[src/rtl/tim_pkg.sv]
//------------------------------------------------------------------------------
// Module : tim_pkg
// Brief  : Shared state encoding, V1 levels and register map for tim_vfsm.
// Rev    : 1.0  initial release
//------------------------------------------------------------------------------
`default_nettype none

package tim_pkg;

  typedef enum logic [3:0] {
    ST_IDLE     = 4'd0,
    ST_SHUTTER  = 4'd1,
    ST_EXPOSE   = 4'd2,
    ST_FT_SETUP = 4'd3,
    ST_FT       = 4'd4,
    ST_FT_HOLD  = 4'd5,
    ST_LV_A     = 4'd6,
    ST_LV_B     = 4'd7,
    ST_LH       = 4'd8
  } state_t;

  localparam logic [1:0] V1_LOW  = 2'b00;
  localparam logic [1:0] V1_MID  = 2'b01;
  localparam logic [1:0] V1_HIGH = 2'b10;

  localparam logic [1:0] ADDR_LINES_LO = 2'd0;
  localparam logic [1:0] ADDR_LINES_HI = 2'd1;
  localparam logic [1:0] ADDR_EXPOSE   = 2'd2;
  localparam logic [1:0] ADDR_CTRL     = 2'd3;

endpackage

`default_nettype wire

[src/rtl/tim_vfsm_regs.sv]
//------------------------------------------------------------------------------
// Module : tim_vfsm_regs
// Brief  : Write-only configuration registers with per-frame shadow copies.
// Rev    : 1.0  initial release
//------------------------------------------------------------------------------
`default_nettype none

module tim_vfsm_regs
  import tim_pkg::*;
#(
  parameter int         DEF_LINES  = 4,
  parameter int         DEF_EXPOSE = 2,
  parameter logic [7:0] DEF_CTRL   = 8'h03
) (
  input  logic        clk,
  input  logic        rst,
  input  logic [1:0]  i_a,
  input  logic [7:0]  i_d,
  input  logic        i_we,
  input  logic        i_latch,
  output logic        o_run,
  output logic        o_shut_en,
  output logic [15:0] o_sh_lines,
  output logic [7:0]  o_sh_expose,
  output logic        o_sh_shut_en
);

  logic [15:0] r_lines;
  logic [7:0]  r_expose;
  // Only the two defined CTRL bits are kept; the rest have no readback path.
  logic [1:0]  r_ctrl;
  logic [15:0] r_sh_lines;
  logic [7:0]  r_sh_expose;
  logic        r_sh_shut_en;

  always_ff @(posedge clk) begin
    if (rst) begin
      r_lines  <= 16'(DEF_LINES);
      r_expose <= 8'(DEF_EXPOSE);
      r_ctrl   <= DEF_CTRL[1:0];
    end else if (i_we) begin
      case (i_a)
        ADDR_LINES_LO: r_lines[7:0]  <= i_d;
        ADDR_LINES_HI: r_lines[15:8] <= i_d;
        ADDR_EXPOSE:   r_expose      <= i_d;
        ADDR_CTRL:     r_ctrl        <= i_d[1:0];
        default:       r_ctrl        <= r_ctrl;
      endcase
    end
  end

  always_ff @(posedge clk) begin
    if (rst) begin
      r_sh_lines   <= 16'(DEF_LINES);
      r_sh_expose  <= 8'(DEF_EXPOSE);
      r_sh_shut_en <= DEF_CTRL[0];
    end else if (i_latch) begin
      r_sh_lines   <= r_lines;
      r_sh_expose  <= r_expose;
      r_sh_shut_en <= r_ctrl[0];
    end
  end

  assign o_run        = r_ctrl[1];
  assign o_shut_en    = r_ctrl[0];
  assign o_sh_lines   = r_sh_lines;
  assign o_sh_expose  = r_sh_expose;
  assign o_sh_shut_en = r_sh_shut_en;

endmodule

`default_nettype wire

[src/rtl/tim_vfsm.sv]
//------------------------------------------------------------------------------
// Module : tim_vfsm
// Brief  : Interline CCD vertical timing: shutter, exposure, transfer, lines.
// Rev    : 1.0  initial release
//------------------------------------------------------------------------------
`default_nettype none

module tim_vfsm
  import tim_pkg::*;
#(
  parameter int         V_STEP     = 30,
  parameter int         FT_PULSE   = 90,
  parameter int         H_ACTIVE   = 60,
  parameter int         SHUT_PULSE = 30,
  parameter int         DEF_LINES  = 4,
  parameter int         DEF_EXPOSE = 2,
  parameter logic [7:0] DEF_CTRL   = 8'h03
) (
  input  logic       clk,
  input  logic       rst,
  input  logic       trigger,
  input  logic [1:0] a,
  input  logic [7:0] d,
  input  logic       we,
  output logic [1:0] v1,
  output logic       v2,
  output logic       shut,
  output logic       vact
);

  localparam logic [15:0] c_line_clks = 16'(2 * V_STEP + H_ACTIVE);

  state_t      r_state, w_state_next;
  logic [15:0] r_cnt, w_cnt_next;
  logic [15:0] r_line_cnt, w_line_cnt_next;
  logic        w_latch, w_done;
  logic        w_run, w_shut_en, w_sh_shut_en;
  logic [15:0] w_sh_lines, w_expose_clks;
  logic [7:0]  w_sh_expose;
  logic [1:0]  w_v1;
  logic        w_v2, w_shut, w_vact;

  tim_vfsm_regs #(
    .DEF_LINES  (DEF_LINES),
    .DEF_EXPOSE (DEF_EXPOSE),
    .DEF_CTRL   (DEF_CTRL)
  ) u_regs (
    .clk          (clk),
    .rst          (rst),
    .i_a          (a),
    .i_d          (d),
    .i_we         (we),
    .i_latch      (w_latch),
    .o_run        (w_run),
    .o_shut_en    (w_shut_en),
    .o_sh_lines   (w_sh_lines),
    .o_sh_expose  (w_sh_expose),
    .o_sh_shut_en (w_sh_shut_en)
  );

  assign w_done        = (r_cnt == 16'd0);
  assign w_expose_clks = {8'd0, w_sh_expose} * c_line_clks;

  // Each state loads len-1 on entry and leaves when the counter reaches zero.
  always_comb begin
    w_state_next    = r_state;
    w_cnt_next      = w_done ? 16'd0 : r_cnt - 16'd1;
    w_line_cnt_next = r_line_cnt;
    w_latch         = 1'b0;
    case (r_state)
      ST_IDLE: begin
        if (trigger && w_run) begin
          w_latch      = 1'b1;
          w_state_next = ST_SHUTTER;
          w_cnt_next   = 16'(SHUT_PULSE - 1);
        end
      end
      ST_SHUTTER: begin
        if (w_done) begin
          if (w_sh_expose != 8'd0) begin
            w_state_next = ST_EXPOSE;
            w_cnt_next   = w_expose_clks - 16'd1;
          end else begin
            w_state_next = ST_FT_SETUP;
            w_cnt_next   = 16'(V_STEP - 1);
          end
        end
      end
      ST_EXPOSE: begin
        if (w_done) begin
          w_state_next = ST_FT_SETUP;
          w_cnt_next   = 16'(V_STEP - 1);
        end
      end
      ST_FT_SETUP: begin
        if (w_done) begin
          w_state_next = ST_FT;
          w_cnt_next   = 16'(FT_PULSE - 1);
        end
      end
      ST_FT: begin
        if (w_done) begin
          w_state_next = ST_FT_HOLD;
          w_cnt_next   = 16'(V_STEP - 1);
        end
      end
      ST_FT_HOLD: begin
        if (w_done) begin
          if (w_sh_lines == 16'd0) begin
            w_state_next = ST_IDLE;
          end else begin
            w_state_next    = ST_LV_A;
            w_cnt_next      = 16'(V_STEP - 1);
            w_line_cnt_next = w_sh_lines;
          end
        end
      end
      ST_LV_A: begin
        if (w_done) begin
          w_state_next = ST_LV_B;
          w_cnt_next   = 16'(V_STEP - 1);
        end
      end
      ST_LV_B: begin
        if (w_done) begin
          w_state_next = ST_LH;
          w_cnt_next   = 16'(H_ACTIVE - 1);
        end
      end
      ST_LH: begin
        if (w_done) begin
          if (r_line_cnt <= 16'd1) begin
            w_state_next    = ST_IDLE;
            w_line_cnt_next = 16'd0;
          end else begin
            w_state_next    = ST_LV_A;
            w_cnt_next      = 16'(V_STEP - 1);
            w_line_cnt_next = r_line_cnt - 16'd1;
          end
        end
      end
      default: w_state_next = ST_IDLE;
    endcase
  end

  // Outputs are decoded from the next state so the registered pins line up with r_state.
  always_comb begin
    w_v1   = V1_MID;
    w_v2   = 1'b0;
    w_shut = 1'b0;
    w_vact = 1'b0;
    case (w_state_next)
      ST_SHUTTER: w_shut = w_latch ? w_shut_en : w_sh_shut_en;
      ST_FT:      w_v1   = V1_HIGH;
      ST_LV_A: begin
        w_v1 = V1_LOW;
        w_v2 = 1'b1;
      end
      ST_LH:      w_vact = 1'b1;
      default:    w_v1   = V1_MID;
    endcase
  end

  always_ff @(posedge clk) begin
    if (rst) begin
      r_state    <= ST_IDLE;
      r_cnt      <= 16'd0;
      r_line_cnt <= 16'd0;
      v1         <= V1_MID;
      v2         <= 1'b0;
      shut       <= 1'b0;
      vact       <= 1'b0;
    end else begin
      r_state    <= w_state_next;
      r_cnt      <= w_cnt_next;
      r_line_cnt <= w_line_cnt_next;
      v1         <= w_v1;
      v2         <= w_v2;
      shut       <= w_shut;
      vact       <= w_vact;
    end
  end

endmodule

`default_nettype wire

[config.mk]
export PLATFORM = sky130hd
export DESIGN_NAME = tim_vfsm
export DESIGN_NICKNAME = d
export VERILOG_FILES = /design/src/rtl/tim_pkg.sv /design/src/rtl/tim_vfsm_regs.sv /design/src/rtl/tim_vfsm.sv
export SDC_FILE = /design/constraint.sdc
export NUM_CORES = 1
export LEC_CHECK = 0
export CAP_MARGIN = 25
export CORE_ASPECT_RATIO = 1.25
export CORE_UTILIZATION = 50
export DETAILED_ROUTE_END_ITERATION = 16
export PLACE_DENSITY = 0.73
export SYNTH_ARGS = -nofsm -noshare
export SYNTH_HDL_FRONTEND = slang
export SYNTH_SLANG_ARGS = --single-unit
[constraint.sdc]
create_clock -name clk -period 5.2 [get_ports clk]
set_input_delay 1.3 -clock clk [delete_from_list [all_inputs] [get_ports clk]]
set_output_delay 1.3 -clock clk [all_outputs]
set_load 0.01 [all_outputs]
==> out/results.ini <==
[run_status]
outcome=finished, final reports clean

[place]
routabilityCongestion=0.8985
io_buffers=18
hpwl_um=8782
setup_slack_at_placement_ns=1.387

[clocking]
clk_pin_slew_worst_paths_ns=0.07
clock-root-buffer=sky130_fd_sc_hd__clkbuf_16
clock_tree.buffer_depth=2
htree_levels=3
tritoncts=done
cts_post_setup_buffers_inserted=0
tritoncts_num_sinks=92
insertion_delay_ns=0.34
cts_hold_repair.buffers=0
cts.repair.resized=0
number_of_cts_inserted_buffers=9

[timing]
final_min_period_over_clock_period_pct=73.65
final_hold_viol_count=0
setup_ws_final_ns=1.370
setup_tns_ns=0
clock-skew-final_ns=0.006092
final.min_clock_period_ns=3.830
timing.max_slew.rel_slack_pct=41.11
setup_viol_count_final=0
rsz_0062_raised_after_global_routing=false
final_report_max_slew_violation_count=0
maximum_operating_frequency_ghz=0.2611
worst-slew-pin-transition_ns=0.8753

[global_routing]
grt-ovfl-total=0
grt_pass1_vias=4525
grt_start_max_net_pins=57
grt_first_pass_wirelength_um=20440
grt_usage_pct=22.67
number_of_antenna_violations_at_the_first_check_in_global_routing=0

[finish]
leading_cell_types_in_the_layout_fill_and_taps_excluded=sky130_fd_sc_hd__dfxtp_1, sky130_fd_sc_hd__nand2_1, sky130_fd_sc_hd__nor2_1
layout_commonest_cell=sky130_fd_sc_hd__dfxtp_1
layout.filler_cells=942
nets=700
area_growth_pct=10.21
final_antenna_diode_count=0
drive_above_1_share_pct=5.640

[synthesis]
warnings_from_yosys=0
synth-seq-area-share_pct=34.30
synth.distinct_cells=59
net_count_after_synthesis=701
synth_async_sr_flop_share_pct=0
synth-seq-cells=92
post_synth.cell_area_avg_um2=8.235
synthFlopType=sky130_fd_sc_hd__dfxtp_1
syn_area_um2=5369
synthesis.instances=652
synth_edf_count=0

[drt]
drt-pass1-iter-count=5
detail_route.drc_violations=0
dr.first_iter.drc_count=240
via_count=4605
post_drt_via_cell_ratio=5.866
finalWirelength_um=12110
drt-wirelength-per-cell_um=15.43
route.antenna.remaining_nets=0

[floorplan]
die_width_um=94.69
floorplan.rows=41
top_level_ports=19
core_area_um2=10260
die_y_um=117.9
area_of_the_die_um2=11160
start_util_pct=52.33

[flow_run]
count_of_maximum_capacitance_violations=0

[power_and_ir_drop]
max-vdd-ir-drop_mv=0.2151
power.density_cell_area_nw_per_um2=398.0
leakagePower_nw=2.275

[worst_hold_path]
timing.hold.worst.class=register to register

[critical_path]
worst_setup_path_end_kind=register
worstPathArrival_ns=4.06
endpoint_required_time_on_the_critical_path_ns=5.43
criticalPathCategory=register to register
critical_path_peak_fanout=4
start_kind=register

-- worst max-delay path, cell delays in order, from the launching register on --
cell and delay (ns):
sky130_fd_sc_hd__dfxtp_1 0.39, sky130_fd_sc_hd__inv_1 0.12, sky130_fd_sc_hd__fa_1 0.50, sky130_fd_sc_hd__fa_1 0.55
sky130_fd_sc_hd__inv_1 0.05, sky130_fd_sc_hd__ha_1 0.33, sky130_fd_sc_hd__nor2b_1 0.16, sky130_fd_sc_hd__o2111a_1 0.27
sky130_fd_sc_hd__or3_1 0.40, sky130_fd_sc_hd__a21o_1 0.20, sky130_fd_sc_hd__a2111oi_0 0.51, sky130_fd_sc_hd__xnor2_1 0.17
sky130_fd_sc_hd__o22ai_1 0.07
-- sequential cells by signal, summed over array words and instances, names as in the netlist, 2 cells and up --
| name | flops |
|---|---|
| u_regs.o_sh_expose | 8 |
| u_regs.r_ctrl | 2 |
| r_state | 4 |
| r_line_cnt | 16 |
| u_regs.r_lines | 16 |
| v1 | 2 |
| r_cnt | 16 |
| u_regs.r_expose | 8 |
| u_regs.o_sh_lines | 16 |
-- layout make-up --
type	instances	area [um2]	share of cell area, %
inverters	32	120.1	2.030
well taps	129	161.4	2.728
flip-flops and latches	92	1842	31.13
multi-input cells	493	3256	55.02
clock inverters	7	100.1	1.692
repair buffers	23	212.7	3.595
clock buffers	9	225.2	3.806
-- power breakdown --
group	switching (W)	internal, W
Combinational	0.000460	0.000333
Sequential	0.0000774	0.000777
Clock	0.000285	0.000423
Total	0.000822	0.00153
-- final timing paths --
| path | from | depth (start not counted) | to | slack [ns] |
|---|---|---|---|---|
| setup / recovery | u_regs.o_sh_expose[2] | 12 | r_cnt[14] | 1.37 |
| hold reg to reg | u_regs.r_lines[13] | 2 | u_regs.o_sh_lines[13] | 0.45 |
| setup reg to reg | u_regs.o_sh_expose[2] | 12 | r_cnt[14] | 1.37 |
| hold / removal | u_regs.r_lines[13] | 2 | u_regs.o_sh_lines[13] | 0.45 |
-- metal layers --
metal	track usage, %	vias to the layer above	wire length (um)
met5	0	-	0
met4	10.42	0	381
met3	3.618	25	429
met2	39.70	95	6183
met1	26.41	2186	5117
li1	-	2299	-
-- cell usage after synthesis, drive strengths merged (4+ instances only) --
master / count / area, um2
nor2: 60 / 225.2
nand3: 12 / 60.06
or3: 12 / 80.08
a21oi: 57 / 285.3
nor4: 10 / 62.56
nor3: 25 / 147.6
mux2i: 19 / 190.2
dfxtp: 92 / 1842
clkbuf: 29 / 108.9
o31ai: 4 / 30.03
nand3b: 4 / 30.03
o21ai: 29 / 145.1
or4: 5 / 45.04
a211o: 4 / 35.03
xnor2: 19 / 166.4
a21o: 5 / 37.54
xor2: 9 / 78.83
a211oi: 9 / 67.56
a22oi: 7 / 52.55
a31oi: 4 / 25.02
ha: 22 / 275.3
nor3b: 5 / 37.54
or2: 4 / 25.02
nand2b: 6 / 37.54
nand2: 87 / 326.6
o41ai: 4 / 35.03
nor2b: 10 / 62.56
inv: 32 / 120.1
buf: 6 / 42.54
a221oi: 9 / 103.9
fa: 13 / 260.3
-- kinds of logic after synthesis --
group                    after synthesis  share of synthesized area (%)
adder cells (fa/ha/maj)               35                          9.974
AND/OR/NAND/NOR                      252                          23.03
AO/OA/AOI/OAI                        159                          19.53
flip-flops                            92                          34.30
XOR/XNOR                              28                          4.568
buffers and inverters                 67                          5.057
multiplexers                          19                          3.542
-- stage by stage --
step           hold slack [ns]  power (W)  cells  util, %  cell area, um2
2_1_floorplan           0.4312   0.001492    652        -            5369
4_1_cts                 0.4555   0.002367    785    57.67            5917
3_3_place_gp            0.4365   0.001634    769    54.50            5592
5_1_grt                 0.4718   0.002496    785    57.67            5917
3_5_place_dp            0.4450   0.001650    769    54.50            5592
6_report                0.4531   0.002355    785    57.67            5917
Note: power is estimated with default switching activity, not from simulation.
